### src/rtl/payload_match_sched_if.sv
// Handshake and engine-bank bundle for payload_match_sched: payload byte
// stream, shared engine control, match vector and the alert report channel.
interface payload_match_sched_if #(
    parameter int NUM_ENG = 64,
    parameter int ID_W    = 6
);
    logic               byte_valid;
    logic               byte_sop;
    logic               byte_eop;
    logic               byte_ready;
    logic               eng_sod;
    logic               eng_en;
    logic               eng_char_valid;
    logic [NUM_ENG-1:0] eng_match;
    logic               rpt_valid;
    logic               rpt_ready;
    logic [ID_W-1:0]    rpt_id;
    logic               rpt_none;
    logic               rpt_last;
    logic [15:0]        pkt_cnt;

    modport master (
        output byte_valid, byte_sop, byte_eop, eng_match, rpt_ready,
        input  byte_ready, eng_sod, eng_en, eng_char_valid,
               rpt_valid, rpt_id, rpt_none, rpt_last, pkt_cnt
    );

    modport slave (
        input  byte_valid, byte_sop, byte_eop, eng_match, rpt_ready,
        output byte_ready, eng_sod, eng_en, eng_char_valid,
               rpt_valid, rpt_id, rpt_none, rpt_last, pkt_cnt
    );
endinterface

### src/rtl/payload_match_sched.sv
// Per-packet sequencer for the payload pattern engine bank: clear, scan, flush,
// capture the match vector, then serialize matching engine IDs to the alert path.
module payload_match_sched #(
    parameter int NUM_ENG   = 64,
    parameter int ID_W      = 6,
    parameter int FLUSH_CYC = 2
) (
    input  logic                 clk,
    input  logic                 rst,
    payload_match_sched_if.slave bus
);
    typedef enum logic [2:0] {
        IDLE    = 3'd0,
        CLEAR   = 3'd1,
        SCAN    = 3'd2,
        FLUSH   = 3'd3,
        CAPTURE = 3'd4,
        DRAIN   = 3'd5
    } state_t;

    state_t             state_r;
    state_t             next_state_s;
    logic [3:0]         flush_cnt_r;
    logic [NUM_ENG-1:0] pend_r;
    logic [NUM_ENG-1:0] pend_next_s;
    logic               eng_sod_r;
    logic               rpt_valid_r;
    logic [ID_W-1:0]    rpt_id_r;
    logic               rpt_none_r;
    logic               rpt_last_r;
    logic [15:0]        pkt_cnt_r;
    logic               hs_s;
    logic               byte_ready_s;
    logic               eng_en_s;
    logic               eng_char_valid_s;

    // Index of the lowest set bit; zero for an empty vector.
    function automatic logic [ID_W-1:0] lowest_id(input logic [NUM_ENG-1:0] v);
        logic [ID_W-1:0] id;
        id = {ID_W{1'b0}};
        for (int i = NUM_ENG - 1; i >= 0; i--) begin
            if (v[i]) begin
                id = ID_W'(i);
            end
        end
        return id;
    endfunction

    // True when at most one bit is set.
    function automatic logic at_most_one(input logic [NUM_ENG-1:0] v);
        return (v & (v - NUM_ENG'(1))) == {NUM_ENG{1'b0}};
    endfunction

    assign hs_s        = rpt_valid_r & bus.rpt_ready;
    assign pend_next_s = pend_r & (pend_r - NUM_ENG'(1));

    // State register.
    always_ff @(posedge clk or posedge rst) begin
        if (rst) begin
            state_r <= IDLE;
        end else begin
            state_r <= next_state_s;
        end
    end

    // Next-state decode.
    always_comb begin
        next_state_s = state_r;
        case (state_r)
            IDLE:    if (bus.byte_valid && bus.byte_sop) next_state_s = CLEAR; else next_state_s = IDLE;
            CLEAR:   next_state_s = SCAN;
            SCAN:    if (bus.byte_valid && bus.byte_eop) next_state_s = FLUSH; else next_state_s = SCAN;
            FLUSH:   if (flush_cnt_r <= 4'd1) next_state_s = CAPTURE; else next_state_s = FLUSH;
            CAPTURE: next_state_s = DRAIN;
            DRAIN:   if (hs_s && rpt_last_r) next_state_s = IDLE; else next_state_s = DRAIN;
            default: next_state_s = IDLE;
        endcase
    end

    // Combinational handshake and engine strobes, forced low during reset.
    always_comb begin
        byte_ready_s     = 1'b0;
        eng_en_s         = 1'b0;
        eng_char_valid_s = 1'b0;
        if (rst) begin
            byte_ready_s = 1'b0;
        end else begin
            case (state_r)
                IDLE: byte_ready_s = bus.byte_valid & ~bus.byte_sop;
                SCAN: begin
                    byte_ready_s     = 1'b1;
                    eng_en_s         = bus.byte_valid;
                    eng_char_valid_s = bus.byte_valid;
                end
                FLUSH:   eng_en_s = 1'b1;
                default: byte_ready_s = 1'b0;
            endcase
        end
    end

    // Flush down-counter, loaded as the eop byte is consumed.
    always_ff @(posedge clk or posedge rst) begin
        if (rst) begin
            flush_cnt_r <= 4'd0;
        end else if (state_r == SCAN && bus.byte_valid && bus.byte_eop) begin
            flush_cnt_r <= 4'(FLUSH_CYC);
        end else if (state_r == FLUSH && flush_cnt_r != 4'd0) begin
            flush_cnt_r <= flush_cnt_r - 4'd1;
        end else begin
            flush_cnt_r <= flush_cnt_r;
        end
    end

    // Engine clear pulse; held high through reset so the bank starts cleared.
    always_ff @(posedge clk or posedge rst) begin
        if (rst) begin
            eng_sod_r <= 1'b1;
        end else begin
            eng_sod_r <= (next_state_s == CLEAR);
        end
    end

    // Pending matches and the registered report record.
    always_ff @(posedge clk or posedge rst) begin
        if (rst) begin
            pend_r      <= {NUM_ENG{1'b0}};
            rpt_valid_r <= 1'b0;
            rpt_id_r    <= {ID_W{1'b0}};
            rpt_none_r  <= 1'b0;
            rpt_last_r  <= 1'b0;
        end else if (state_r == CAPTURE) begin
            pend_r      <= bus.eng_match;
            rpt_valid_r <= 1'b1;
            rpt_id_r    <= lowest_id(bus.eng_match);
            rpt_none_r  <= (bus.eng_match == {NUM_ENG{1'b0}});
            rpt_last_r  <= at_most_one(bus.eng_match);
        end else if (state_r == DRAIN && hs_s) begin
            pend_r <= pend_next_s;
            if (rpt_last_r) begin
                rpt_valid_r <= 1'b0;
            end else begin
                rpt_id_r   <= lowest_id(pend_next_s);
                rpt_none_r <= 1'b0;
                rpt_last_r <= at_most_one(pend_next_s);
            end
        end else begin
            pend_r <= pend_r;
        end
    end

    // Completed-packet counter, bumped on the final report handshake.
    always_ff @(posedge clk or posedge rst) begin
        if (rst) begin
            pkt_cnt_r <= 16'd0;
        end else if (state_r == DRAIN && hs_s && rpt_last_r) begin
            pkt_cnt_r <= pkt_cnt_r + 16'd1;
        end else begin
            pkt_cnt_r <= pkt_cnt_r;
        end
    end

    assign bus.byte_ready     = byte_ready_s;
    assign bus.eng_en         = eng_en_s;
    assign bus.eng_char_valid = eng_char_valid_s;
    assign bus.eng_sod        = eng_sod_r;
    assign bus.rpt_valid      = rpt_valid_r;
    assign bus.rpt_id         = rpt_id_r;
    assign bus.rpt_none       = rpt_none_r;
    assign bus.rpt_last       = rpt_last_r;
    assign bus.pkt_cnt        = pkt_cnt_r;
endmodule

### src/flat_wrapper.sv
// flat-port wrapper written by rule: the top's interface ports become plain ports
module payload_match_sched_flat 
#(
    parameter int NUM_ENG   = 64,
    parameter int ID_W      = 6,
    parameter int FLUSH_CYC = 2
)
  (clk, rst, bus_byte_valid, bus_byte_sop, bus_byte_eop, bus_eng_match, bus_rpt_ready, bus_byte_ready, bus_eng_sod, bus_eng_en, bus_eng_char_valid, bus_rpt_valid, bus_rpt_id, bus_rpt_none, bus_rpt_last, bus_pkt_cnt);
  payload_match_sched_if #(.NUM_ENG(NUM_ENG), .ID_W(ID_W)) bus_i ();
  input  logic clk;
  input  logic rst;
  input wire logic [$bits(bus_i.byte_valid)-1:0] bus_byte_valid;
  input wire logic [$bits(bus_i.byte_sop)-1:0] bus_byte_sop;
  input wire logic [$bits(bus_i.byte_eop)-1:0] bus_byte_eop;
  input wire logic [$bits(bus_i.eng_match)-1:0] bus_eng_match;
  input wire logic [$bits(bus_i.rpt_ready)-1:0] bus_rpt_ready;
  output wire logic [$bits(bus_i.byte_ready)-1:0] bus_byte_ready;
  output wire logic [$bits(bus_i.eng_sod)-1:0] bus_eng_sod;
  output wire logic [$bits(bus_i.eng_en)-1:0] bus_eng_en;
  output wire logic [$bits(bus_i.eng_char_valid)-1:0] bus_eng_char_valid;
  output wire logic [$bits(bus_i.rpt_valid)-1:0] bus_rpt_valid;
  output wire logic [$bits(bus_i.rpt_id)-1:0] bus_rpt_id;
  output wire logic [$bits(bus_i.rpt_none)-1:0] bus_rpt_none;
  output wire logic [$bits(bus_i.rpt_last)-1:0] bus_rpt_last;
  output wire logic [$bits(bus_i.pkt_cnt)-1:0] bus_pkt_cnt;
  assign bus_i.byte_valid = bus_byte_valid;
  assign bus_i.byte_sop = bus_byte_sop;
  assign bus_i.byte_eop = bus_byte_eop;
  assign bus_i.eng_match = bus_eng_match;
  assign bus_i.rpt_ready = bus_rpt_ready;
  assign bus_byte_ready = bus_i.byte_ready;
  assign bus_eng_sod = bus_i.eng_sod;
  assign bus_eng_en = bus_i.eng_en;
  assign bus_eng_char_valid = bus_i.eng_char_valid;
  assign bus_rpt_valid = bus_i.rpt_valid;
  assign bus_rpt_id = bus_i.rpt_id;
  assign bus_rpt_none = bus_i.rpt_none;
  assign bus_rpt_last = bus_i.rpt_last;
  assign bus_pkt_cnt = bus_i.pkt_cnt;
  payload_match_sched #(.NUM_ENG(NUM_ENG), .ID_W(ID_W), .FLUSH_CYC(FLUSH_CYC)) u_core (.clk(clk), .rst(rst), .bus(bus_i));
endmodule
### config.mk
export PLATFORM = sky130hd
export DESIGN_NAME = payload_match_sched_flat
export DESIGN_NICKNAME = d
export VERILOG_FILES = /design/src/rtl/payload_match_sched_if.sv /design/src/rtl/payload_match_sched.sv /design/src/flat_wrapper.sv
export SDC_FILE = /design/constraint.sdc
export NUM_CORES = 1
export LEC_CHECK = 0
export CORE_UTILIZATION = 35
export DETAILED_ROUTE_END_ITERATION = 10
export DONT_BUFFER_PORTS = 1
export PLACE_DENSITY = 0.49
export SLEW_MARGIN = 10
export SYNTH_ARGS = -nofsm -noshare
export SYNTH_HDL_FRONTEND = slang
export SYNTH_SLANG_ARGS = --single-unit
### constraint.sdc
create_clock -name clk -period 4.1 [get_ports clk]
set_clock_uncertainty 0.05 [all_clocks]
set_input_delay 1.23 -clock clk [delete_from_list [all_inputs] [get_ports clk]]
set_output_delay 1.23 -clock clk [all_outputs]
set_load 0.05 [all_outputs]
# Word level (Yosys, flattened, before mapping)

Index checks and enable logic that the tools add are counted.

Memory bits (writable): 0
Bits in latches: 0
Logic and storage cells: 201
Bits in read-only memories: 0
Bits of input ports: 70
Bits in registers: 97
Output and inout port bits: 29
Memories kept: 0

Equal/unequal tests: 7
$lt $le $gt $ge: 1
Shift operators: 0
Div/mod/pow operators: 0
Add/subtract/negate cells: 5
Multipliers: 0
Muxes and demuxes: 155
Reduce and logical (&&, ||, !) cells: 18
Bitwise gates (word level): 6

Operators by type and width:

| operator              | count |
|---|---|
| $mux 6                | 131 |
| $and 64x64->64        | 3 |
| $logic_not 64->1      | 3 |
| $sub 64x1->64 const B | 3 |
| $mux 64               | 2 |
| $pmux 3 s6            | 1 |
| $add 16x1->16 const B | 1 |
| $mux 1                | 15 |
| $logic_and 1x1->1     | 8 |
| $mux 4                | 2 |
| $eq 3x1->1 const B    | 2 |
| $eq 3x2->1 const B    | 2 |
| $eq 3x3->1 const B    | 2 |
| $mux 3                | 2 |
| $reduce_bool 2->1     | 3 |
| $le 4x1->1 const B    | 1 |
| $pmux 1 s2            | 2 |
| $reduce_and 2->1      | 2 |
| $reduce_bool 4->1     | 1 |
| $sub 4x1->4 const B   | 1 |
| $logic_not 3->1       | 1 |
| $and 1x1->1           | 2 |
| $ne 2x2->1 const B    | 1 |
| $not 1->1             | 1 |

# Depth between registers and ports, before layout

Gate-level depths: netlist of the first run.

Depth in word-level cells: 69
Depth in mapped cells: 14

# Worst setup path before layout of the first run

Ideal clock, no wire load.

Kind: in2reg
Start: in bus_eng_match[21]
End: reg u_core.rpt_last_r, in the netlist u_core.bus.rpt_last
Data arrival time: 4.445 ns
Stages: 10
Setup slack: -0.487 ns
Library setup time: 0.092 ns
Path buffers: 0
Data required time: 3.958 ns
Cell sequence: or4_1 or4b_1 nor3_1 and2_1 nand4_1 or2_2 or4_1 a2111oi_0 a41oi_1 o31ai_2

Longest elaborated chain between the ends: 4

RTL lines:

| element              | line                       | source |
|---|---|---|
| from (decl)          | flat_wrapper.sv:15         | `input wire logic [$bits(bus_i.eng_match)-1:0] bus_eng_match;` |
| $sub 64x1->64        | payload_match_sched.sv:51  | `return (v & (v - NUM_ENG'(1))) == {NUM_ENG{1'b0}};` |
| $and 64x64->64 *     | payload_match_sched.sv:51  |  |
| $logic_not 64->1 *   | payload_match_sched.sv:51  |  |
| $mux 1 *             | payload_match_sched.sv:131 | `end else if (state_r == CAPTURE) begin` |
| to (signal assigned) | payload_match_sched.sv:136 | `rpt_last_r <= at_most_one(bus.eng_match);` |
| to (signal assigned) | payload_match_sched.sv:144 | `rpt_last_r <= at_most_one(pend_next_s);` |
| to (decl)            | payload_match_sched.sv:30  | `logic rpt_last_r;` |

Every way passes the cells marked *; elsewhere a longest branch is shown, timed or not.
A chain may end at the register's enable or synchronous reset.

# Worst setup path after layout of the first run

Same ends and word-level chain as after synthesis.

==> key figures, run 1 <==
Detailed routing
  • Residual DRC count: 0
  • DR vias: roughly 11000
  • DRT Pass-1 Iters: 5
  • Avg WL per Cell: ~22 um
  • Vias per cell: 6.05
  • DR iter-0 viols: between 700 and 800
  • Final wirelength: 37.7 mm
  • Final ANT Viol Nets: 0

Critical path
  • Flop-to-flop setup slack: approximately 0.040 ns
  • Critical R2R Launch: u_core.pend_r[26]$_DFFE_PP0P_
  • Worst Path Required: between 4 and 5 ns
  • Worst R2R Path Depth: 15
  • End of the critical path: u_core.bus.rpt_last$_DFFE_PP0P_
  • Levels on crit path: 10
  • Worst setup EP type: flip-flop
  • Max stage delay on crit path: roughly 0.59 ns
  • Most Frequent Cell on Critical Path: or4_4
  • WP buf/inv: 0
  • RR Endpoint: u_core.bus.rpt_last$_DFFE_PP0P_
  • Crit Path Category: input port to flip-flop
  • Startpoint Class: input port
  • CP Data Arrival Time: 4.35 ns
  • CP max FO: 6
  • Worst Setup SP: bus_eng_match[21]
  • CP top delay family: simple AND/OR/NAND/NOR gates
  • Crit path max-delay cell type: or4b_4
  • CP Cell Sequence: or4_4 -> or4b_4 -> nor3_4 -> and2_4 -> nand4_1 -> or2_4 -> or4_4 -> a2111oi_4 -> a41oi_2 -> o31ai_4

Floorplanning
  • Die width: about 160 um
  • Initial core utilization: a little over a third
  • Die Ht: around 160 um
  • Die ar.: roughly 0.026 sq mm
  • Core Region: between 0.02 and 0.025 sq mm
  • Ports: between 90 and 100
  • Row Count: 57

Cells and area
  • Design area: ~0.011 sq mm
  • Diode count: 0
  • Layout Cells excl Fill: 1736
  • Area delta synth->final: 29.4%
  • Share of cells above drive strength 1: 23.8%
  • Nets: about 1500
  • Utilization after layout: ~46%

Power
  • Sequential Power Share: about 22%
  • Logic gate share of total power: 66.0%
  • PwrDens: between 600 and 700 mW/mm^2
  • VDD IR max: 0.000319 V
  • Sw Share: between 40% and 50%
  • Clk network pwr share: a little under an eighth
  • Leakage: 4.61 nW
  • Psw: 3.73 mW
  • Int Power: 4.10 mW

Logic synthesis
  • Top post-synthesis cells by area: dfrtp_1 (27%), o21ai_0 (7.9%), nand2_1 (7.2%)
  • Synthesized area per cell: ~7.3 sq um
  • Share of the synthesized area in the top cell type: 27.3%
  • Synth area leader: dfrtp_1
  • Post-synth EDFFs: 0
  • Yosys warnings: 0
  • Yosys reg bits: a little under 100
  • Gate count after technology mapping: between 1000 and 1500
  • Sequential share of the synthesized area: 27.6%
  • Synth Flop Type: dfrtp_1
  • Synth Cell Area: between 0.008 and 0.009 sq mm
  • Number of distinct library cells after synthesis: 83
  • Synthesized Nets: approximately 1300
  • Asr flop ratio synth: 100%

Clock network
  • Clock transition at path regs: approximately 0.080 ns
  • Number of buffers created by CTS: 9
  • Max clock buf depth: 2
  • CTS tree: yes
  • Worst-Skew Late Latency: between 0.3 and 0.4 ns
  • CTS Root Cell: clkbuf_16
  • H-tree depth: 3
  • Sink Count: 97
  • Hold buffer count at cts: 0

GRT
  • GR Overflow Total: 0
  • Antenna violations before repair: 0
  • Vias in the first global route: approximately 10000
  • Largest net degree at the start of global routing: slightly below 60
  • All-Layer GR Usage: 29.0%
  • First-pass GRT wire length: between 50 and 60 mm

STA
  • Final hold vios: 0
  • Final setup fails: 1
  • Maximum clock rate: 243 MHz
  • Slew margin rel.: 49.8%
  • Unrepaired setup endpoints after global routing: yes
  • Worst-margin pin slew: around 0.73 ns
  • Post-route clock period utilization: 101%
  • Final worst-path setup slack: -0.0213 ns
  • Setup TNS Final: -0.0213 ns
  • Final worst path period need: around 4.1 ns
  • Final Max Tran Viols: 0

Status
  • Failing checks: setup timing
  • Status: finished, violations left

Place
  • RePlAce Congestion: 0.902
  • Hpwl dp: 29.4 mm
  • Input/output buffers: 0
  • Post-DP Area: ~0.011 sq mm
  • Pre-CTS setup slack: -0.426 ns
  • DP Cell Count: between 1500 and 2000

Min path
  • Hold WC Path Type: flip-flop to flip-flop

Job
  • MaxCap Viol Count: 0
==> Yosys cell counts (all sizes together) (11+ instances only) <==
library cell and number:
nand3 32, or4 22, nand4 25, nand2b 17, nor2 107, nor2b 12, xnor2 17, clkbuf 63
a22o 47, o41ai 11, or3 11, a31oi 13, nor4 41, a21oi 64, maj3 14, o31ai 16
inv 36, or2 14, nand2 170, nor3 61, o21ai 143, dfrtp 96
==> registers in the layout, summed over array words and instances, names as in the netlist <==
register and flops:
u_core.pend_r 64, u_core.flush_cnt_r 4, u_core.bus.rpt_id 6, u_core.bus.pkt_cnt 16, u_core.bus.rpt_none 1, u_core.bus.eng_sod 1, u_core.state_r 3, u_core.bus.rpt_valid 1
u_core.bus.rpt_last 1
==> how the worst min path moves through the flow <==
stage	start	end	slack, ns	cells after the start
6_report	u_core.pend_r[63]$_DFFE_PP0P_	u_core.pend_r[63]$_DFFE_PP0P_	0.48	2
3_5_place_dp	u_core.pend_r[41]$_DFFE_PP0P_	u_core.pend_r[41]$_DFFE_PP0P_	0.46	1
4_1_cts	u_core.pend_r[63]$_DFFE_PP0P_	u_core.pend_r[63]$_DFFE_PP0P_	0.49	2
2_1_floorplan	u_core.pend_r[63]$_DFFE_PP0P_	u_core.pend_r[63]$_DFFE_PP0P_	0.42	2
3_3_place_gp	u_core.pend_r[41]$_DFFE_PP0P_	u_core.pend_r[41]$_DFFE_PP0P_	0.45	1
5_1_grt	u_core.pend_r[41]$_DFFE_PP0P_	u_core.pend_r[41]$_DFFE_PP0P_	0.51	1
==> stage by stage <==
step	power, mW	hold slack, ns
after floorplan	4.41	0.421
after global placement	6.61	0.450
after detailed placement	6.63	0.465
after CTS	7.67	0.488
after global routing	8.38	0.507
final	7.83	0.477
==> power by group through the flow <==
stage                     Combinational, mW  Sequential (mW)  Clock [mW]
final                                  5.17             1.74       0.918
after global routing                   5.62             1.78       0.974
after CTS                              5.00             1.73       0.937
after detailed placement               4.88             1.75           0
after global placement                 4.87             1.74           0
after floorplan                        2.68             1.73           0
==> worst min-delay path: stages (launching register included) <==
cell and delay [ns]:
dfrtp_1 0.37, nand2_1 0.06, o21ai_0 0.07
==> cell type report <==
class	count	area (sq um)
clock buffers	9	225
clock inverters	7	80.1
fillers	2528	13100
inverters	36	138
multi-input cells	1009	6180
flip-flops and latches	97	2430
well taps	324	405
repair buffers	254	1950
==> cells by family (layout without fill, tap and decap cells) <==
kind of cell | after synthesis | count (layout) | share of synthesized area [%]
buffers and inverters | 108 | 306 | 4.86
flip-flops | 97 | 97 | 27.6
XOR/XNOR | 20 | 20 | 1.99
multiplexers | 4 | 4 | 0.469
AO/OA/AOI/OAI | 417 | 417 | 31.7
AND/OR/NAND/NOR | 549 | 550 | 31.2
adder cells (fa/ha/maj) | 18 | 18 | 2.16
==> layout by cell type, fill, tap and decap left out, types with 14 or more instances in the layout <==
| cell | synthesis | layout |
|---|---|---|
| buf_4 | 1 | 246 |
| nor3_1 | 58 | 56 |
| o21ai_0 | 139 | 137 |
| a22o_1 | 47 | 47 |
| nand4_1 | 25 | 25 |
| xnor2_1 | 17 | 17 |
| nand2_1 | 170 | 169 |
| nor4_1 | 38 | 35 |
| nor2_1 | 107 | 103 |
| nand2b_1 | 17 | 17 |
| or4_1 | 21 | 14 |
| inv_1 | 36 | 35 |
| a21oi_1 | 63 | 63 |
| nand3_1 | 32 | 31 |
| dfrtp_1 | 96 | 96 |
==> layer usage <==
layer  share of wire [%]  up-vias  track usage (%)  wire length [um]
met5                   0        -                0                 0
met4                 3.4        0             10.7              1280
met3                 5.8       53             4.36              2200
met2                  47      351             48.0             17800
met1                  43     5090             38.2             16400
li1                    -     5008                -                 -
==> what timing repair did <==
item                                    in CTS  in global routing
endpoints found under the setup margin       2                  5
gates resized for setup                     17                 23
gates cloned                                 1                  0
buffers inserted                             6                  3
pin swaps                                   16                 16
(Power assumes the default switching activity.)
==> run 2, diff against run 1 <==
--- a/config.mk
+++ b/config.mk
@@ -9,6 +9,7 @@
 export DETAILED_ROUTE_END_ITERATION = 10
 export DONT_BUFFER_PORTS = 1
 export PLACE_DENSITY = 0.49
+export SKIP_LAST_GASP = 1
 export SLEW_MARGIN = 10
 export SYNTH_ARGS = -nofsm -noshare
 export SYNTH_HDL_FRONTEND = slang
==> key figures, run 2 (same netlist as run 1, synthesis figures left out) <==
Status
  • Status: completed

Floorplanning
  • Initial core utilization: between 30% and 40%
  • Ports: ~100
  • Die ar.: ~0.026 sq mm
  • Die width: ~160 um
  • Row Count: between 50 and 60
  • Die Ht: 161 um
  • Core Region: around 0.025 sq mm

Detailed routing
  • DR iter-0 viols: 730
  • DR vias: approximately 11000
  • Final wirelength: between 30 and 40 mm
  • Final ANT Viol Nets: 0
  • DRT Pass-1 Iters: 6
  • Avg WL per Cell: around 22 um
  • Vias per cell: 6.06
  • Residual DRC count: 0

Critical path
  • Critical R2R Launch: u_core.pend_r[3]$_DFFE_PP0P_
  • CP Data Arrival Time: 4.32 ns
  • Worst R2R Path Depth: 15
  • CP max FO: 6
  • Crit Path Category: input port to flip-flop
  • Flop-to-flop setup slack: ~0.050 ns
  • Startpoint Class: input port
  • Worst setup EP type: flip-flop
  • Worst Path Required: ~4.3 ns
  • RR Endpoint: u_core.bus.rpt_last$_DFFE_PP0P_

Power
  • Int Power: around 4 mW
  • VDD IR max: 0.000320 V
  • Sw Share: a little under half
  • PwrDens: between 600 and 700 mW/mm^2
  • Logic gate share of total power: ~66%
  • Clk network pwr share: a little under an eighth
  • Psw: between 3 and 4 mW
  • Sequential Power Share: between 20 and 25%
  • Leakage: approximately 4.6 nW

Cells and area
  • Nets: between 1000 and 1500
  • Diode count: 0
  • Design area: between 0.01 and 0.015 sq mm
  • Share of cells above drive strength 1: a little under a quarter
  • Most common cell after layout, fill and taps aside: buf_4
  • Max reg flops: between 60 and 70
  • Utilization after layout: between 40% and 50%
  • Area delta synth->final: 29.1%
  • Biggest register: u_core.pend_r
  • Layout Cells excl Fill: 1735
  • Most frequent cells in the layout: buf_4 (246), nand2_1 (169), o21ai_0 (137), nor2_1 (103), dfrtp_1 (96)

Job
  • MaxCap Viol Count: 0

STA
  • Worst-margin pin slew: between 0.7 and 0.8 ns
  • Final setup fails: 0
  • Post-route clock period utilization: around 100%
  • Final hold vios: 0
  • Final Max Tran Viols: 0
  • Unrepaired setup endpoints after global routing: yes
  • Final worst path period need: 4.09 ns
  • Maximum clock rate: ~240 MHz
  • Slew margin rel.: 50.1%

Clock network
  • CTS Root Cell: clkbuf_16
  • Clock transition at path regs: ~0.08 ns
  • CTS tree: yes
  • Max clock buf depth: 2
  • Sink Count: between 90 and 100
  • Hold buffer count at cts: 0
  • Number of buffers created by CTS: 9
  • Worst-Skew Late Latency: around 0.37 ns
  • H-tree depth: 3

Min path
  • Hold Path Origin: u_core.pend_r[63]$_DFFE_PP0P_
  • Hold Path End: u_core.pend_r[63]$_DFFE_PP0P_
  • WHS Path Cells: 2
  • Hold WC Path Type: flip-flop to flip-flop

GRT
  • All-Layer GR Usage: about 29%
  • Largest net degree at the start of global routing: 58
  • Antenna violations before repair: 0
  • GR Overflow Total: 0
  • Vias in the first global route: about 10000
  • First-pass GRT wire length: 58.2 mm

Place
  • RePlAce Congestion: about 0.9
  • Post-DP Area: between 0.01 and 0.015 sq mm
  • Input/output buffers: 0
  • Hpwl dp: roughly 29 mm
  • DP Cell Count: approximately 1700
run 2: how the worst max path moves through the flow:
stage / start / to / slack (ns) / depth (start not counted)
2_1_floorplan: bus_eng_match[21] / u_core.bus.rpt_last$_DFFE_PP0P_ / -0.24 / 10
3_3_place_gp: bus_eng_match[21] / u_core.bus.rpt_last$_DFFE_PP0P_ / -0.39 / 12
3_5_place_dp: bus_eng_match[21] / u_core.bus.rpt_last$_DFFE_PP0P_ / -0.43 / 12
4_1_cts: u_core.pend_r[0]$_DFFE_PP0P_ / u_core.bus.rpt_id[2]$_DFFE_PP0P_ / -0.02 / 16
5_1_grt: u_core.pend_r[25]$_DFFE_PP0P_ / u_core.bus.rpt_last$_DFFE_PP0P_ / -0.15 / 13
6_report: bus_eng_match[21] / u_core.bus.rpt_last$_DFFE_PP0P_ / 0.01 / 12
run 2: final cells by class:
cell class	count	area, sq um
Clock buffer	9	225
Timing Repair Buffer	253	1930
Clock inverter	7	80.1
Inverter	36	138
Fill cell	2531	13200
Tap cell	324	405
Multi-Input combinational cell	1009	6150
Sequential cell	97	2430
run 2: what timing repair did:
item | CTS | global route
endpoints found under the setup margin | 2 | 5
pin swaps | 14 | 15
setup buffers | 6 | 2
resized for setup | 16 | 19
cloned | 1 | 0
run 2: power groups by stage:
stage | clock network, mW | registers (mW) | logic (mW)
after floorplan | 0 | 1.73 | 2.68
after global placement | 0 | 1.74 | 4.87
after detailed placement | 0 | 1.75 | 4.88
after CTS | 0.937 | 1.73 | 5.00
after global routing | 0.974 | 1.78 | 5.60
final | 0.921 | 1.74 | 5.15
run 2: critical path, cell delays in order:
cell and delay (ns):
or4_4 0.52, or4b_4 0.59, nor3_4 0.23, buf_4 0.14, nand2_1 0.07, nand2_1 0.07
o21ai_0 0.07, a2111oi_1 0.38, o2111ai_1 0.29, a2111oi_4 0.40, a41oi_4 0.23, o31ai_2 0.11
run 2: metal layers:
layer	up-vias	track usage, %	wire length [um]	part of all wire (%)
li1	5006	-	-	-
met1	5084	38.2	16100	43
met2	362	48.0	17900	47
met3	56	4.36	2440	6.5
met4	0	10.7	1260	3.3
met5	-	0	0	0
run 2: metrics by stage:
stage	setup TNS (ns)	power (mW)	hold WS, ns	setup WS, ns
final	0	7.81	0.477	0.0108
after CTS	-0.0266	7.67	0.488	-0.0152
after global placement	-0.386	6.61	0.450	-0.386
after detailed placement	-0.426	6.63	0.465	-0.426
after global routing	-0.148	8.35	0.507	-0.148
after floorplan	-0.238	4.41	0.421	-0.238
